File: src/rtl/sad_best_match.sv
// Steps through NUM_CAND candidate blocks, launches one SAD per candidate, and
// keeps the smallest SAD and its index. Reports the result with a done pulse.
// err is raised when the SAD engine does not answer within TIMEOUT cycles.
module sad_best_match #(
  parameter int SAD_W    = 32,
  parameter int IDX_W    = 8,
  parameter int NUM_CAND = 16,
  parameter int TIMEOUT  = 1024
) (
  input  logic             clk,
  input  logic             rst,
  input  logic             start,
  input  logic             sad_done,
  input  logic [SAD_W-1:0] sad,
  output logic             sad_go,
  output logic [IDX_W-1:0] cand_idx,
  output logic [SAD_W-1:0] best_sad,
  output logic [IDX_W-1:0] best_idx,
  output logic             busy,
  output logic             done,
  output logic             err
);

  localparam int CNT_W = $clog2(TIMEOUT + 1);
  localparam logic [IDX_W-1:0] LAST_IDX  = IDX_W'(NUM_CAND - 1);
  localparam logic [CNT_W-1:0] CNT_LIMIT = CNT_W'(TIMEOUT - 1);

  typedef enum logic [1:0] {
    S_IDLE   = 2'd0,
    S_LAUNCH = 2'd1,
    S_WAIT   = 2'd2,
    S_DONE   = 2'd3
  } state_t;

  state_t           state_q, state_d;
  logic [IDX_W-1:0] cand_idx_q, cand_idx_d;
  logic [SAD_W-1:0] best_sad_q, best_sad_d;
  logic [IDX_W-1:0] best_idx_q, best_idx_d;
  logic             sad_go_q, sad_go_d;
  logic             busy_q, busy_d;
  logic             done_q, done_d;
  logic             err_q, err_d;
  logic [CNT_W-1:0] cnt_q, cnt_d;

  // Next-state and registered-output logic. sad_go and done are computed one
  // cycle ahead so that they are high exactly during LAUNCH and DONE.
  always_comb begin
    state_d    = state_q;
    cand_idx_d = cand_idx_q;
    best_sad_d = best_sad_q;
    best_idx_d = best_idx_q;
    sad_go_d   = 1'b0;
    busy_d     = busy_q;
    done_d     = 1'b0;
    err_d      = err_q;
    cnt_d      = cnt_q;

    case (state_q)
      S_IDLE: begin
        if (start) begin
          state_d    = S_LAUNCH;
          cand_idx_d = '0;
          best_sad_d = '1;
          best_idx_d = '0;
          err_d      = 1'b0;
          busy_d     = 1'b1;
          sad_go_d   = 1'b1;
        end
      end
      S_LAUNCH: begin
        cnt_d   = '0;
        state_d = S_WAIT;
      end
      S_WAIT: begin
        cnt_d = cnt_q + CNT_W'(1);
        // A result arriving on the limit cycle still counts: sad_done is
        // checked before the timeout.
        if (sad_done) begin
          if (sad < best_sad_q) begin
            best_sad_d = sad;
            best_idx_d = cand_idx_q;
          end
          if (cand_idx_q == LAST_IDX) begin
            state_d = S_DONE;
            done_d  = 1'b1;
          end else begin
            cand_idx_d = cand_idx_q + IDX_W'(1);
            state_d    = S_LAUNCH;
            sad_go_d   = 1'b1;
          end
        end else if (cnt_q == CNT_LIMIT) begin
          err_d   = 1'b1;
          state_d = S_DONE;
          done_d  = 1'b1;
        end
      end
      S_DONE: begin
        busy_d  = 1'b0;
        state_d = S_IDLE;
      end
      default: begin
        state_d = S_IDLE;
      end
    endcase
  end

  // State and output registers with synchronous reset.
  always_ff @(posedge clk) begin
    if (rst) begin
      state_q    <= S_IDLE;
      cand_idx_q <= '0;
      best_sad_q <= '1;
      best_idx_q <= '0;
      sad_go_q   <= 1'b0;
      busy_q     <= 1'b0;
      done_q     <= 1'b0;
      err_q      <= 1'b0;
      cnt_q      <= '0;
    end else begin
      state_q    <= state_d;
      cand_idx_q <= cand_idx_d;
      best_sad_q <= best_sad_d;
      best_idx_q <= best_idx_d;
      sad_go_q   <= sad_go_d;
      busy_q     <= busy_d;
      done_q     <= done_d;
      err_q      <= err_d;
      cnt_q      <= cnt_d;
    end
  end

  assign sad_go   = sad_go_q;
  assign cand_idx = cand_idx_q;
  assign best_sad = best_sad_q;
  assign best_idx = best_idx_q;
  assign busy     = busy_q;
  assign done     = done_q;
  assign err      = err_q;

endmodule
File: config.mk
export PLATFORM = sky130hd
export DESIGN_NAME = sad_best_match
export DESIGN_NICKNAME = d
export VERILOG_FILES = /design/src/rtl/sad_best_match.sv
export SDC_FILE = /design/constraint.sdc
export NUM_CORES = 1
export LEC_CHECK = 0
export ABC_AREA = 1
export BUFFER_PORTS_ARGS = -buffer_cell sky130_fd_sc_hd__buf_2
export CAP_MARGIN = 40
export CORE_UTILIZATION = 28
export DETAILED_ROUTE_END_ITERATION = 8
export GPL_TIMING_DRIVEN = 0
export PLACE_DENSITY = 0.57
export SKIP_LAST_GASP = 1
export SYNTH_ARGS = -nofsm -noshare
export SYNTH_HDL_FRONTEND = slang
export SYNTH_SLANG_ARGS = --single-unit
File: constraint.sdc
create_clock -name clk -period 1.75 [get_ports clk]
set_input_delay 0.175 -clock clk [delete_from_list [all_inputs] [get_ports clk]]
set_output_delay 0.175 -clock clk [all_outputs]
set_load 0.01 [all_outputs]
; ---- Yosys cells after proc, flatten, opt, wreduce, memory -nomap -nowiden
; Index checks and enable logic that the tools add are counted.
; W data, S select, Z words.
[word_totals]
regBits = 65
input_bits = 36
[op_classes]
add_sub_neg = 2
order_cmp = 1
eq_ne = 12
muxes = 30
n_bitwise = 1
n_reduce_logical = 10
[ops]
columns = operator, n
row1 = $mux W32, 3
row2 = $pmux W32 S2, 1
row3 = $mux W8, 5
row4 = $lt A32 B32 Y1, 1
row5 = $pmux W8 S2, 2
row6 = $pmux W11 S2, 1
row7 = $ne A2 B2 Y1 const B, 6
row8 = $reduce_and A4 Y1, 3
row9 = $add A11 B1 Y11 const B, 1
row10 = $eq A11 B10 Y1 const B, 1
row11 = $mux W1, 10
row12 = $add A8 B1 Y8 const B, 1
row13 = $eq A8 B4 Y1 const B, 1
row14 = $mux W2, 4
row15 = $pmux W2 S4, 1
row16 = $pmux W1 S2, 3
row17 = $reduce_bool A2 Y1, 3
row18 = $eq A2 B2 Y1 const B, 2
row19 = $reduce_and A2 Y1, 2
row20 = $ne A3 B3 Y1 const B, 1
row21 = $eq A2 B1 Y1 const B, 1
row22 = $logic_not A2 Y1, 1
row23 = $reduce_or A2 Y1, 1
row24 = $not A1 Y1, 1

; ---- Depth between registers and ports, before layout
[logic_depth]
word_depth = 4
depth_mapped = 16

; ---- Worst setup path after synthesis
; OpenSTA, ideal clock, no wires.
[synth_path]
kind = flip-flop to flip-flop
startpoint = reg best_sad_q[29], in the netlist best_sad[29]
endpoint = reg best_sad_q[0], in the netlist best_sad[0]
arrival_ps = 1689
required_time_ps = 1616
setup_slack_ps = -73
path_stages_with_launch = 12
path_buffers = 1
period_less_slack_ps = 1823
cell_sequence = dfxtp_1 -> inv_1 -> ha_1 -> a21oi_1 -> nor2_1 -> o21ai_0 -> nand3_1 -> nor2_4 -> nand2_4 -> buf_2 -> nand3_1 -> nand3_1
[synth_via]
elab_chain_len = 3
[synth_lines]
columns = element, line
row1 = "start, declared", 37  ; logic [SAD_W-1:0] best_sad_q, best_sad_d;
row2 = "start signal, assigned", 122  ; best_sad_q <= best_sad_d;
row3 = $lt A32 B32 Y1, 79  ; if (sad < best_sad_q) begin
row4 = $ne A2 B2 Y1 (no line), -
row5 = $reduce_and A4 Y1 (no line), -
; No other way between the ends.
; A chain may end at the register's enable or synchronous reset.

; ---- Final worst setup path
[layout_path]
startpoint = reg best_sad_q[29], in the netlist best_sad[29]
endpoint = reg best_idx_q[5], in the netlist best_idx[5]
[layout_via]
elab_chain_len = 3
[layout_lines]
columns = element, line
row1 = $lt A32 B32 Y1, 79
row2 = $ne A2 B2 Y1 (no line), -
row3 = $reduce_and A4 Y1 (no line), -
row4 = "end signal, assigned", 123  ; best_idx_q <= best_idx_d;
row5 = "end, declared", 38  ; logic [IDX_W-1:0] best_idx_q, best_idx_d;
; No other way between the ends.

==> metrics <==
Setup Crit Path Kind flop to flop; Power Density 1660 mW/mm²; worst slew pin tran 609 ps; peak supply drop 0.655 mV; largest fanout on the critical path 4; top cell type's share of synthesized area 34.9%; CP Launch Type flop; H-tree level count 3; via count of the first global-routing pass 3679; DR DRC count 0; Min Clock Period, post-route 1960 ps; max-cap violation count 0; unrepaired setup endpoints after global routing yes; PortBufs between 80 and 90; Syn Area/Cell roughly 7.2 µm²; YS warnings 0; CTS tree yes; Synth Flop Type dfxtp_1; Core Box Area about 0.013 mm²; share of cells above drive strength 1 42.5%; skew final 7.61 ps; RD Place Congestion between 0.8 and 0.9; # setup viols final 40; first-pass GRT wire length about 17000 µm; DR vias/cell 4.68; Max Fclk 510 MHz; Max transition margin between 50% and 60%; post-synthesis register bit count 65; final WL 10800 µm; final worst slack -213 ps; Max Slew Vio Count 0; Initial Util 29.2%; post-synthesis cell count 517; top cells by count, synth nand2_1 (92), nand3_1 (80), inv_1 (71); initial antenna violation count 0; Setup crit end kind flop; via count between 3k and 4k; Die ar. 0.0138 mm²; failing checks setup timing; first-pass iteration count of the detailed router 4; Leak 0.00259 µW; clock transition at the registers of the reported paths 60 ps; die width 117 µm; ys async rst share 0%; crit path DAT 2190 ps; utilization after layout 42.5%; initial drt markers 189; I/O Pins 88; global route total overflow 0; dominant cell type by area after synthesis dfxtp_1; Required @ worst endpoint between 1500 and 2000 ps; outcome complete, but fails checks; post-DR wirelength/cell 13.2 µm; Hold Crit Class input pin to flop; number of diodes 0; Area Growth Syn to Fin 45.8%; largest net degree at the start of global routing 12; CTS buffer count 9; synth top area cells dfxtp_1 (35%), ha_1 (12%), nand3_1 (11%), nand2_1 (9.3%), inv_1 (7.2%); Worst-Skew Late Latency 330 ps; hpwl dp 7690 µm; sequential area share after synthesis about a third; period utilisation layout 112%; Fill cells roughly 1.3k; clk sink count 65; endpoints failing hold 0; most frequent cell after synthesis nand2_1; EDFF count, synth 0; WHS ~150 ps; Antenna Violating Nets Remaining 0; clock root buffer clkbuf_16; nets 715; library cells used by synthesis 25; Syn Nets 589; Die H 117 µm; Site Rows 41; Max clock buf depth 2; CTS Hold Bufs 0; mapped cell area roughly 0.0037 mm²; gr usage total 15.6%
-- power by group --
| part | total (µW) | internal (µW) | switching, µW |
|---|---|---|---|
| clock network | 1940 | 1270 | 669 |
| registers | 2310 | 1970 | 341 |
| logic | 4760 | 2160 | 2600 |
| total | 9020 | 5400 | 3610 |
-- final cells by class --
cell class	instances	area [µm²]	share of cell area [%]
Buffer	21	141	2.60
Clock buffer	10	239	4.40
Clock inverter	5	80.1	1.48
Inverter	72	275	5.07
Multi-Input combinational cell	359	2440	44.9
Sequential cell	65	1340	24.6
Tap cell	172	215	3.96
Timing Repair Buffer	115	701	12.9
-- metrics by stage --
stage	total power [µW]	setup TNS [ps]	worst slack, ps	instance area, µm²	std cells
global placement	5620	-14710	-370	4390	775
detailed placement	5730	-15710	-409	4390	775
finish	9020	-7070	-213	5430	819
floorplan	4630	-459	-17.2	3740	517
global route	9710	-11710	-310	5430	819
CTS	8410	-7930	-231	5050	804
-- routing by layer --
metal	GRT usage, %	up-vias	part of all wire [%]	wire, µm
li1	-	1959	-	-
met1	19.0	1784	46	4950
met5	0	-	0	0
met2	26.4	77	49	5230
met4	4.46	0	0.97	105
met3	4.43	9	4.5	486
-- worst max-delay path, stage by stage (launching register included) --
cell      delay [ps]
dfxtp_2          330
inv_2             40
ha_4             220
a21oi_1          150
nor2_1            60
o21ai_1          190
nand3_2          130
nor2_4           170
nand2_8           90
buf_6            130
buf_4            140
a21boi_1         140
nor2_1            60
-- registers in the layout, indices dropped and copies added, names as in the netlist --
| name | cells |
|---|---|
| best_idx | 8 |
| cand_idx | 8 |
| cnt_q | 11 |
| state_q | 2 |
| done | 1 |
| busy | 1 |
| sad_go | 1 |
| err | 1 |
| best_sad | 32 |
-- final timing paths --
| kind | startpoint | depth (start not counted) | slack [ps] | end |
|---|---|---|---|---|
| worst min-delay path | sad[23] | 4 | 150 | best_sad[23] |
| worst max-delay path | best_sad[29] | 12 | -210 | best_idx[5] |
| worst min register to register | best_idx[2] | 2 | 480 | best_idx[2] |
| worst max register to register | best_sad[29] | 12 | -210 | best_idx[5] |
-- kinds of logic after synthesis --
kind of cell,after synthesis,share of synthesized area [%]
compound gates,61,9.01
xor+xnor,1,0.235
fa+ha+maj,36,12.1
simple gates,261,33.4
flops,65,34.9
buf+inv,93,10.3
-- cells in the final DEF (no fill, tap or decap), drive strengths merged --
master / count
nor3: 17
clkbuf: 25
dfxtp: 65
nor3b: 3
or2: 33
nor2: 25
inv: 72
o21ai: 13
nand3: 80
o21a: 2
a21oi: 35
a31oi: 2
buf: 121
a211oi: 5
nand4: 8
ha: 36
clkinv: 1
nand2: 94
nor4: 1
xor2: 1
a21boi: 4
clkinvlp: 2
bufinv: 2
-- timing repair --
action | 4_1_cts | 5_1_grt
setup buffers | 13 | 13
pin swaps | 10 | 23
gates cloned | 1 | 2
gates resized for setup | 62 | 73
endpoints found under the setup margin | 51 | 60
No activity file was read; power rests on OpenSTA's default activity.
